--- config.mk ---
export PLATFORM = sky130hd
export DESIGN_NAME = rom_responder
export DESIGN_NICKNAME = d
export VERILOG_FILES = /design/src/rtl/rom_responder.sv
export SDC_FILE = /design/constraint.sdc
export NUM_CORES = 1
export LEC_CHECK = 0
export BUFFER_PORTS_ARGS = -buffer_cell sky130_fd_sc_hd__buf_2
export CELL_PAD_IN_SITES_DETAIL_PLACEMENT = 1
export CELL_PAD_IN_SITES_GLOBAL_PLACEMENT = 1
export CORE_MARGIN = 3
export CORE_UTILIZATION = 35
export DETAILED_ROUTE_END_ITERATION = 6
export MAX_ROUTING_LAYER = met4
export PLACE_DENSITY_LB_ADDON = 0.1
export SLEW_MARGIN = 15
export SYNTH_ARGS = -nofsm -noshare
export SYNTH_HDL_FRONTEND = slang
export SYNTH_SLANG_ARGS = --single-unit
--- constraint.sdc ---
create_clock -name clock -period 2.2 [get_ports clock]
set_clock_uncertainty 0.05 [all_clocks]
set_input_delay 0.11 -clock clock [delete_from_list [all_inputs] [get_ports clock]]
set_output_delay 0.11 -clock clock [all_outputs]
set_load 0.05 [all_outputs]
--- src/rtl/rom_responder.sv ---
// rom_responder: serves instruction nibbles to a nibble-bus CPU from a byte-wide external ROM.
// Latency: the address is complete at cycle 2 and mem_req is raised for cycle 3; an ack in cycle 3 returns OPR/OPA at cycles 3/4.
// Backpressure: mem_req is held until mem_ack and never withdrawn; a byte that misses its slot is dropped and fetch_late flags cycle 3.
//
// Ports:
//   clock, reset      single clock, synchronous active-high reset
//   sync              marks the current clock as bus cycle 0
//   bus_in/bus_valid  address nibbles from the CPU during cycles 0-2
//   data_out/data_oe  OPR at cycle 3, OPA at cycle 4 (zero when the byte is not ready)
//   mem_addr/mem_req  ROM read request, held until mem_ack
//   mem_ack/mem_data  ROM acknowledge and byte ([7:4] OPR, [3:0] OPA)
//   fetch_late        one-clock pulse at cycle 3 while the ROM read is still pending
// Build option: define ROM_RESPONDER_CACHE_EN to add a one-entry cache (last acked address and byte)
// that completes a repeat fetch without touching the ROM.

module rom_responder #(
  parameter int CYCLES_PER_INST = 8
) (
  input  logic        clock,
  input  logic        reset,
  input  logic        sync,
  input  logic [3:0]  bus_in,
  input  logic        bus_valid,
  output logic [3:0]  data_out,
  output logic        data_oe,
  output logic [11:0] mem_addr,
  output logic        mem_req,
  input  logic        mem_ack,
  input  logic [7:0]  mem_data,
  output logic        fetch_late
);

  typedef enum logic [1:0] {IDLE, CAPTURE, REQ, READY} state_t;

  typedef struct packed {
    logic [3:0] opr;
    logic [3:0] opa;
  } inst_byte_t;

  localparam logic [2:0] LAST_CYC = 3'(CYCLES_PER_INST - 1);

  state_t     state;
  state_t     state_nxt;
  logic [2:0] cnt;
  logic [2:0] cyc;
  logic [7:0] addr_lo;
  logic [11:0] full_addr;
  inst_byte_t byte_q;
  inst_byte_t hit_byte;
  logic       req_live;
  logic       cap_start;
  logic       cap_mid;
  logic       cap_done;
  logic       cache_hit;
  logic       req_ack;
  logic       ack_use;

  // sync overrides the running count so this clock is cycle 0.
  assign cyc = sync ? 3'd0 : cnt;

  always_ff @(posedge clock) begin
    if (reset) begin
      cnt <= 3'd0;
    end else if (cyc >= LAST_CYC) begin
      cnt <= 3'd0;
    end else begin
      cnt <= cyc + 3'd1;
    end
  end

  // A new capture may begin from any state except REQ: while a ROM read is
  // outstanding the bus is ignored until the ack retires it.
  assign cap_start = (state != REQ) && (cyc == 3'd0) && bus_valid;
  assign cap_mid   = (state == CAPTURE) && (cyc == 3'd1) && bus_valid;
  assign cap_done  = (state == CAPTURE) && (cyc == 3'd2) && bus_valid;
  assign full_addr = {bus_in, addr_lo};
  assign req_ack   = (state == REQ) && mem_ack;
  // Only an ack for the current slot, arriving while its nibbles are still
  // being presented, delivers data; anything else is a stale byte.
  assign ack_use   = req_ack && req_live && ((cyc == 3'd3) || (cyc == 3'd4));

`ifdef ROM_RESPONDER_CACHE_EN
  logic        cache_vld;
  logic [11:0] cache_addr;
  inst_byte_t  cache_byte;

  always_ff @(posedge clock) begin
    if (reset) begin
      cache_vld  <= 1'b0;
      cache_addr <= 12'h000;
      cache_byte <= '0;
    end else if (req_ack) begin
      // Every ack carries the true ROM content for mem_addr, even a late one.
      cache_vld  <= 1'b1;
      cache_addr <= mem_addr;
      cache_byte <= mem_data;
    end
  end

  assign cache_hit = cache_vld && (cache_addr == full_addr);
  assign hit_byte  = cache_byte;
`else
  assign cache_hit = 1'b0;
  assign hit_byte  = '0;
`endif

  // State register
  always_ff @(posedge clock) begin
    if (reset) begin
      state <= IDLE;
    end else begin
      state <= state_nxt;
    end
  end

  // Next-state logic
  always_comb begin
    state_nxt = state;
    case (state)
      IDLE: begin
        if (cap_start) state_nxt = CAPTURE;
      end
      CAPTURE: begin
        if (cap_start) begin
          state_nxt = CAPTURE;
        end else if (cap_done) begin
          state_nxt = cache_hit ? READY : REQ;
        end else if (!cap_mid) begin
          // bus_valid dropped, or sync restarted the slot with no valid nibble
          state_nxt = IDLE;
        end
      end
      REQ: begin
        if (mem_ack) state_nxt = (ack_use && (cyc == 3'd3)) ? READY : IDLE;
      end
      READY: begin
        if (cap_start) begin
          state_nxt = CAPTURE;
        end else if (cyc != 3'd3) begin
          state_nxt = IDLE;
        end
      end
      default: state_nxt = IDLE;
    endcase
  end

  // Address assembly, request bookkeeping and byte latch
  always_ff @(posedge clock) begin
    if (reset) begin
      addr_lo  <= 8'h00;
      mem_addr <= 12'h000;
      byte_q   <= '0;
      req_live <= 1'b0;
    end else begin
      if (cap_start) addr_lo[3:0] <= bus_in;
      if (cap_mid)   addr_lo[7:4] <= bus_in;
      if (cap_done && !cache_hit) mem_addr <= full_addr;

      if (cap_done && !cache_hit) begin
        req_live <= 1'b1;
      end else if ((state == REQ) && (mem_ack || sync || (cyc == 3'd4))) begin
        // The slot this read belongs to is over: a later ack is discarded.
        req_live <= 1'b0;
      end

      if (req_ack) begin
        byte_q <= mem_data;
      end else if (cap_done && cache_hit) begin
        byte_q <= hit_byte;
      end
    end
  end

  assign mem_req = (state == REQ);

  // Bus outputs. An ack in cycle 3 is forwarded straight to data_out so the
  // minimum-latency case returns OPR in the same clock.
  always_comb begin
    data_oe    = 1'b0;
    data_out   = 4'h0;
    fetch_late = 1'b0;
    if (!reset && ((cyc == 3'd3) || (cyc == 3'd4))) begin
      data_oe = 1'b1;
      if (state == READY) begin
        data_out = (cyc == 3'd3) ? byte_q.opr : byte_q.opa;
      end else if (ack_use) begin
        data_out = (cyc == 3'd3) ? mem_data[7:4] : mem_data[3:0];
      end else if ((state == REQ) && (cyc == 3'd3)) begin
        fetch_late = 1'b1;
      end
    end
  end

endmodule

==> reports/qor.txt, run 1 <==
Pre-CTS setup slack -> 92.4 ps
Placed Area -> 1840 sq um
Crit. End Element -> primary output
Worst-Margin Slew -> 601 ps
CTS Sinks -> 34
Critical path type -> flop to primary output
Top FF cell, synth -> dfxtp_1
Metal3 WL -> 173 um
Fin area -> 2020 sq um
Total length of routed wires -> 4370 um
Clock Latency Late Sink -> 280 ps
Synth Area in Compound Gates -> 0.116
Hold path startpoint -> mem_data[0]
Post-Syn Instances -> 172
Pwr Density -> 648 nW/um^2
Global-route wire length before repair -> 7540 um
Num rows -> 23
Fin Setup TNS -> 0 ps
Vias per inst -> 5.29
Max_cap viols -> 0
Ys async rst share -> 0
Core ar. -> 4170 sq um
DR WL/cell -> 16.6 um
Largest net degree at the start of global routing -> 35
Final HPWL DP -> 3090 um
Crit path required time -> 2040 ps
N_diodes -> 0
CTS buffer count -> 5
Post-Synthesis Cell Area -> 1580 sq um
CP Max Fanout -> 5
Worst hold path depth -> 3
Max VDD drop -> 0.319 mV
Crit-path cells -> or3b_4, a2111o_1, o22ai_1, and2_4, buf_8
Die Ht -> 73.1 um
Final worst-path setup slack -> 25.9 ps
# setup viols final -> 0
Post-Layout Cell Count -> 263
Xor and xnor area share after synthesis -> 0.00556
CTS tree -> yes
Slew headroom -> 0.598
Die area -> 5340 sq um
Met1 Wirelength -> 1770 um
Starting density of the core -> 0.378
Root Driver -> clkbuf_8
Synth Warn # -> 0
Vias in the first global route -> 1583
ANT nets after route -> 0
Synth Area in Adders -> 0.0159
Tmin final -> 2170 ps
RSZ-0062 raised after global routing -> true
Simple-gate area share of the yosys netlist -> 0.207
Leak -> 0.925 nW
Cell type with the largest total area after synthesis -> dfxtp_1
WHS Endpoint -> byte_q[0]
Status -> finished clean
Final slew viol count -> 0
GRT overflow -> 0
Syn Nets -> 191
H-tree lvl count -> 2
Boundary pin count -> 36
Post-synth EDFFs -> 0
Power Total -> 1.31 mW
P&R area growth vs syn -> 28.4%
Min-Delay Path Class -> input port to flop
R2R cell count -> 7
Largest family of logic cells by synthesized area -> simple AND/OR/NAND/NOR gates
FMAX -> 0.460 GHz
Port Buf Inserts -> 35
Top cells by area, synth -> dfxtp_1 43%, mux2i_1 18%, nor2_1 5.0%
# nets final -> 231
#FFs+latches synth -> 34
Synthesized area per cell -> 9.16 sq um
Residual DRC -> 0
GP Congestion -> 0.844
Fin crit share -> 0.988
Sequential share of the synthesized area -> 0.432
Unique masters post-synth -> 36
Initial antenna violation count -> 0
Clock buffer depth -> 2
Met2 wire len -> 2380 um
Hold_ws -> 33.5 ps
Worst setup SP type -> flop
Reg2Reg Setup Slack -> 350 ps
Reg-to-Reg Start -> cnt[0]
Crit path DAT -> 2010 ps
Fin util -> 0.485
Clock slew at reported path FFs -> 70 ps
Post-synth top cells -> 34 x dfxtp_1, 28 x mux2i_1, 21 x nor2_1
Die X -> 73.1 um
Total GRT Usage -> 0.188
Iter 0 DRT Violations -> 68
Most frequent cell after synthesis -> dfxtp_1
Routed vias -> 1392
RR Endpoint -> state[1]
Initial DRT Pass Iterations -> 4
Synth top area share -> 0.432
Max incr delay on CP -> 450 ps
Final hold vios -> 0
Multiplexer share of the synthesized area -> 0.178
Top Metal Used -> met4
Fraction of layout cells with a size suffix above 1 -> 0.315
Dpl cells -> 253
Slowest stage cell on the critical path -> a2111o_1
-- power by group --
part	switching [mW]	total [mW]	internal [mW]
sequential	0.0209	0.655	0.634
combinational	0.0880	0.154	0.0664
clock	0.245	0.502	0.258
total	0.354	1.31	0.958
-- worst max path at each step --
stage,from,to,depth (start not counted)
finish,cnt[1],data_out[0],5
global route,cnt[1],data_out[0],5
CTS,cnt[1],data_out[0],5
detailed placement,cnt[2],data_out[3],5
floorplan,cnt[0],state[0],8
global placement,cnt[2],data_out[0],5
-- final cells by class --
cell class	instances	area (sq um)
Clock buffer	6	82.6
Clock inverter	2	16.3
Fill cell	503	2150
Inverter	4	15.0
Multi-Input combinational cell	122	867
Sequential cell	34	687
Tap cell	50	62.6
Timing Repair Buffer	45	293
-- layout by cell type, fill, tap and decap left out, drive strengths merged, types with 2 or more instances in the layout --
cell	instances
a2111o	2
a2111oi	2
a21oi	11
and2	5
buf	44
clkbuf	7
dfxtp	34
ha	2
inv	5
mux2i	28
nand2	11
nand2b	3
nand3	10
nand3b	3
nor2	21
nor3	2
o21ai	2
o22ai	4
-- per-layer routing --
layer,vias to the layer above,GRT usage
met2,27,0.348
met4,0,0.0799
met1,672,0.188
met5,-,-
met3,6,0.0413
li1,687,-
-- cells by family (layout without fill, tap and decap cells) --
logic type,Yosys count,after routing
AO/OA/AOI/OAI,27,27
buffers and inverters,16,57
adder cells (fa/ha/maj),2,2
AND/OR/NAND/NOR,64,64
multiplexers,28,28
flip-flops,34,34
XOR/XNOR,1,1
-- critical path, delay by kind of cell, from the launching register on --
kind	cells	cell delay, ps
buffers and inverters	1	140
AOI/OAI and AO/OA	2	640
and+or+nand+nor	2	610
DFF	1	340
-- repair_timing --
action                     4_1_cts  5_1_grt
gates resized for setup         16        8
setup endpoints to repair        5        5
buffers inserted                 2        0
hold buffers                     0        0
pin swaps                        3        1
hold endpoints to repair         0        0
-- registers in the layout, indices dropped and copies added (netlist names) --
register and flops:
addr_lo 8, byte_q 8, cnt 3, mem_addr 12, req_live 1, state 2
Note: power is estimated with default switching activity, not from simulation.
==> inputs of run 2 (changes only) <==
--- a/config.mk
+++ b/config.mk
@@ -13,6 +13,7 @@
 export DETAILED_ROUTE_END_ITERATION = 6
 export MAX_ROUTING_LAYER = met4
 export PLACE_DENSITY_LB_ADDON = 0.1
+export RECOVER_POWER = 25
 export SLEW_MARGIN = 15
 export SYNTH_ARGS = -nofsm -noshare
 export SYNTH_HDL_FRONTEND = slang
==> run 2 against run 1 <==
Worst hold slack about the same; sequential power hardly changed; power hardly changed; critical path depth did not move; first-iteration DRC count is 12% lower; non-clock buffer count unchanged; sequential cell count stayed put.
==> reports/qor.txt, run 2 (same netlist as run 1, synthesis figures left out) <==
Global-route wire length before repair -> 7540 um
Max VDD drop -> 0.319 mV
Final HPWL DP -> 3090 um
Psw -> 353 uW
Initial antenna violation count -> 0
CTS buffer count -> 5
Initial DRT Pass Iterations -> 4
Port Buf Inserts -> 35
FMAX -> 0.460 GHz
Vias in the first global route -> 1583
Die area -> 5340 sq um
Slowest stage cell on the critical path -> a2111o_1
Switch share -> 0.269
Worst-Margin Slew -> 601 ps
Crit. End Element -> primary output
Iter 0 DRT Violations -> 60
Leak -> 0.872 nW
Clock Latency Late Sink -> 280 ps
Combinational share of power -> 0.118
CTS tree -> yes
Most common cell after layout, fill and taps aside -> dfxtp_1
Slew headroom -> 0.598
Crit path DAT -> 2010 ps
Max reg flops -> 12
Dpl cells -> 253
Die X -> 73.1 um
Final worst-path setup slack -> 25.9 ps
Vias per inst -> 5.30
Commonest non-fill, non-tap cells in the layout -> 31 x dfxtp_1, 28 x mux2i_1, 21 x nor2_1, 18 x buf_2, 12 x clkbuf_1
Min-Delay Path Class -> input port to flop
GRT overflow -> 0
Hold_ws -> 33.5 ps
Top cell family by delay on the critical path -> compound AO/OA/AOI/OAI gates
Crit path required time -> 2040 ps
Pint -> 958 uW
Multi-input gate area -> 867 sq um
Fin Setup TNS -> 0 ps
Routed vias -> 1393
Residual DRC -> 0
Critical path type -> flop to primary output
Post-Layout Cell Count -> 263
Buf/Inv on CP -> 1
Fillers -> 504
Boundary pin count -> 36
Pwr Density -> 653 nW/um^2
DR WL/cell -> 16.6 um
Total length of routed wires -> 4360 um
Clock buffer depth -> 2
Max_cap viols -> 0
CP Max Fanout -> 5
Clock slew at reported path FFs -> 70 ps
RSZ-0062 raised after global routing -> true
Num rows -> 23
Top reg by flops -> mem_addr
H-tree lvl count -> 2
ANT nets after route -> 0
Die Ht -> 73.1 um
P&R area growth vs syn -> 27.5%
Tmin final -> 2170 ps
Register area -> 687 sq um
Power Total -> 1.31 mW
Flop pwr share -> 0.500
Clk pwr share -> 0.383
Pre-CTS setup slack -> 92.4 ps
CTS Hold Buffers Added -> 0
Fraction of layout cells with a size suffix above 1 -> 0.258
# nets final -> 231
Final hold vios -> 0
Final slew viol count -> 0
Fin crit share -> 0.988
Crit-path cells -> or3b_4, a2111o_1, o22ai_1, and2_4, buf_8
Starting density of the core -> 0.378
Status -> finished clean
CTS Sinks -> 34
Worst setup SP type -> flop
Max incr delay on CP -> 450 ps
N_diodes -> 0
Core ar. -> 4170 sq um
Total GRT Usage -> 0.188
Top flop regs -> mem_addr: 12 flops, addr_lo: 8 flops, byte_q: 8 flops
Largest net degree at the start of global routing -> 35
Root Driver -> clkbuf_8
GP Congestion -> 0.844
# setup viols final -> 0
==> run 2: cell type report <==
cell class / count / area share
Multi-Input combinational cell: 122 / 0.432
Sequential cell: 34 / 0.342
Timing Repair Buffer: 45 / 0.138
Clock buffer: 6 / 0.0411
Tap cell: 50 / 0.0312
Clock inverter: 2 / 0.00810
Inverter: 4 / 0.00748
==> run 2: worst paths after layout <==
path	slack, ps	start	end	depth (start not counted)
hold reg to reg	420	byte_q[7]	byte_q[7]	2
setup / recovery	30	cnt[1]	data_out[0]	5
hold / removal	30	mem_data[0]	byte_q[0]	3
setup reg to reg	350	cnt[0]	state[1]	7
==> run 2: worst register-to-register path, delay by kind of cell (launching register included) <==
family / cells / cell delay [ps]
flip-flops: 1 / 360
AO/OA/AOI/OAI: 2 / 610
AND/OR/NAND/NOR: 4 / 590
adder cells (fa/ha/maj): 1 / 150
==> run 2: per-layer routing <==
layer,up-vias,track usage,share of wire
li1,687,-,-
met1,673,0.188,0.40
met2,27,0.348,0.55
met3,6,0.0413,0.038
met4,0,0.0799,0.0096
met5,-,-,0
==> run 2: stage by stage <==
stage	instance area (sq um)	util
floorplan	1590	-
global placement	1840	0.440
detailed placement	1840	0.440
CTS	2000	0.480
global route	2010	0.481
finish	2010	0.481
==> run 2: power groups by stage <==
stage               clock network [mW]  logic (mW)  registers [mW]
floorplan                            0       0.110           0.657
detailed placement                   0       0.150           0.670
finish                           0.502       0.154           0.655
CTS                              0.518       0.155           0.654
global route                     0.551       0.172           0.659
global placement                     0       0.144           0.668
==> run 2: repair_timing <==
| action | 4_1_cts | 5_1_grt |
|---|---|---|
| resized for setup | 16 | 8 |
| setup buffers | 2 | 0 |
| endpoints found under the setup margin | 5 | 5 |
| cloned | 0 | 0 |
| pin swaps | 3 | 1 |
==> inputs of run 3 (changes only) <==
--- a/config.mk
+++ b/config.mk
@@ -5,11 +5,12 @@
 export SDC_FILE = /design/constraint.sdc
 export NUM_CORES = 1
 export LEC_CHECK = 0
+export ABC_AREA = 1
 export BUFFER_PORTS_ARGS = -buffer_cell sky130_fd_sc_hd__buf_2
 export CELL_PAD_IN_SITES_DETAIL_PLACEMENT = 1
 export CELL_PAD_IN_SITES_GLOBAL_PLACEMENT = 1
 export CORE_MARGIN = 3
-export CORE_UTILIZATION = 35
+export CORE_UTILIZATION = 34
 export DETAILED_ROUTE_END_ITERATION = 6
 export MAX_ROUTING_LAYER = met4
 export PLACE_DENSITY_LB_ADDON = 0.1
==> run 3 against run 2 <==
Combinational power increased by 5%; critical path depth is 4 higher; non-clock buffer count shrank 5; wire length decreased by 3.9%; final area down 2.1%; area after synthesis rose by 2.6%; register-to-register slack better by 230 ps; final cell count is 19% higher; largest cell class unchanged; highest routed layer unchanged.
==> reports/qor.txt, run 3 <==
Fin crit share -> 0.932
Hold_ws -> 50.8 ps
N_diodes -> 0
Combinational share of power -> 0.129
Cell type with the largest total area after synthesis -> dfxtp_1
DR WL/cell -> 13.3 um
Flop pwr share -> 0.521
CP Max Fanout -> 6
# setup viols final -> 0
Post-synth EDFFs -> 0
Top flop regs -> mem_addr: 12 flops, addr_lo: 8 flops, byte_q: 8 flops
Top cells by area, synth -> dfxtp_1 42%, nand2_1 8.1%, o21ai_0 7.4%
RSZ-0062 raised after global routing -> false
Iter 0 DRT Violations -> 61
Reg-to-Reg Start -> cnt[1]
Final slew viol count -> 0
Slew headroom -> 0.593
FMAX -> 0.488 GHz
Clock slew at reported path FFs -> 70 ps
Worst hold path depth -> 3
Vias in the first global route -> 1507
Syn Nets -> 240
Most frequent cell after synthesis -> nand2_1
Commonest non-fill, non-tap cells in the layout -> 35 x nand2_1, 33 x dfxtp_1, 30 x nor2_1, 24 x o21ai_0, 23 x a21oi_1
Status -> finished clean
Post-Syn Instances -> 221
Multi-input gate area -> 831 sq um
# nets final -> 281
RR Endpoint -> state[0]
Routed vias -> 1532
CTS Sinks -> 34
Die X -> 75.0 um
Ys async rst share -> 0
Fin Setup TNS -> 0 ps
GP Congestion -> 0.805
P&R area growth vs syn -> 21.6%
Core ar. -> 4470 sq um
Leak -> 0.862 nW
GRT overflow -> 0
WHS Endpoint -> byte_q[2]
Post-synth top cells -> 35 x nand2_1, 34 x dfxtp_1, 31 x nor2_1
Final HPWL DP -> 3070 um
Max VDD drop -> 0.326 mV
Fin area -> 1970 sq um
Crit path required time -> 2040 ps
Crit. End Element -> primary output
Reg2Reg Setup Slack -> 580 ps
Switch share -> 0.278
Synth Warn # -> 0
Min-Delay Path Class -> input port to flop
Synthesized area per cell -> 7.31 sq um
Worst setup SP type -> flop
Largest net degree at the start of global routing -> 26
Register area -> 682 sq um
Post-Synthesis Cell Area -> 1620 sq um
Unique masters post-synth -> 23
Total length of routed wires -> 4190 um
Tmin final -> 2050 ps
Global-route wire length before repair -> 6960 um
CTS Hold Buffers Added -> 0
Setup Fix Bufs, Post-CTS -> 0
H-tree lvl count -> 2
Num rows -> 24
Clk pwr share -> 0.351
Vias per inst -> 4.88
Max reg flops -> 12
Starting density of the core -> 0.361
Psw -> 347 uW
Die Ht -> 75.0 um
Crit path DAT -> 1890 ps
Most common cell after layout, fill and taps aside -> nand2_1
Residual DRC -> 0
Pwr Density -> 636 nW/um^2
Root Driver -> clkbuf_8
Clock Latency Late Sink -> 280 ps
#FFs+latches synth -> 34
Die area -> 5620 sq um
Power Total -> 1.25 mW
Initial antenna violation count -> 0
ANT nets after route -> 0
Max_cap viols -> 0
Boundary pin count -> 36
Total GRT Usage -> 0.168
Port Buf Inserts -> 35
Placed Area -> 1880 sq um
Worst-Margin Slew -> 614 ps
Top FF cell, synth -> dfxtp_1
Initial DRT Pass Iterations -> 4
Critical path type -> flop to primary output
Pint -> 902 uW
CTS tree -> yes
CTS buffer count -> 5
Fraction of layout cells with a size suffix above 1 -> 0.240
Hold path startpoint -> mem_data[2]
Synth top area share -> 0.421
Clock buffer depth -> 2
Sequential share of the synthesized area -> 0.421
Top reg by flops -> mem_addr
Final hold vios -> 0
Fillers -> 604
R2R cell count -> 10
## run 3: cell count changes in the layout (fill, tap and decap cells not counted), moves of 6 or more
cell / change
mux2i_1: -28
nand2_1: +24
o21ai_0: +22
inv_1: +17
a21oi_1: +12
nor2_1: +9
inv_2: +6
o21ai_1: +6
## run 3: layout make-up
| type | instances | area share |
|---|---|---|
| clock inverter | 2 | 0.00509 |
| inverter | 27 | 0.0516 |
| multi-input combinational | 154 | 0.423 |
| timing repair buffer | 40 | 0.106 |
| tap | 52 | 0.0331 |
| clock buffer | 5 | 0.0350 |
| sequential | 34 | 0.347 |
## run 3: cells by family (layout without fill, tap and decap cells)
group / count (synthesis) / in the layout / synth area share
compound gates: 58 / 58 / 0.197
flops: 34 / 34 / 0.421
simple gates: 94 / 94 / 0.283
fa+ha+maj: 2 / 2 / 0.0155
buf+inv: 33 / 74 / 0.0836
## run 3: metrics by stage
stage,cells,worst slack (ps),util
3_3_place_gp,307,310,0.419
4_1_cts,314,0.463,0.438
5_1_grt,314,6.00,0.439
2_1_floorplan,221,226,-
6_report,314,149,0.439
3_5_place_dp,307,276,0.419
## run 3: power groups by stage
stage                     logic, mW  registers [mW]  clock network [mW]
after floorplan               0.105           0.668                   0
after global placement        0.161           0.664                   0
after detailed placement      0.162           0.665                   0
after CTS                     0.163           0.650               0.460
after global routing          0.185           0.652               0.488
final                         0.161           0.651               0.438
## run 3: worst max-delay path by stage
stage | start | slack, ps | endpoint | depth (start not counted)
floorplan | cnt[1] | 230 | fetch_late | 6
global placement | cnt[1] | 310 | data_out[3] | 9
detailed placement | cnt[1] | 280 | data_out[2] | 9
CTS | cnt[1] | 0.5 | data_out[3] | 9
global route | cnt[2] | 6 | data_out[1] | 9
finish | cnt[2] | 150 | data_out[1] | 9
## run 3: repair_timing
| item | in CTS | in global routing |
|---|---|---|
| hold endpoints to repair | 0 | 0 |
| setup endpoints to repair | 4 | 5 |
| gates resized for setup | 2 | 7 |
## run 3: per-layer routing
metal	global-route usage	part of all wire
met5	-	0
met4	0.0672	0.020
met3	0.0414	0.042
met2	0.251	0.44
met1	0.217	0.50
## run 3: critical path, cell delays in order, from the launching register on
cell,delay (ps)
dfxtp_2,370
inv_2,50
nor2_2,140
inv_1,100
ha_4,180
buf_4,150
a21oi_1,120
o21ai_0,120
a21oi_2,140
clkbuf_4,230
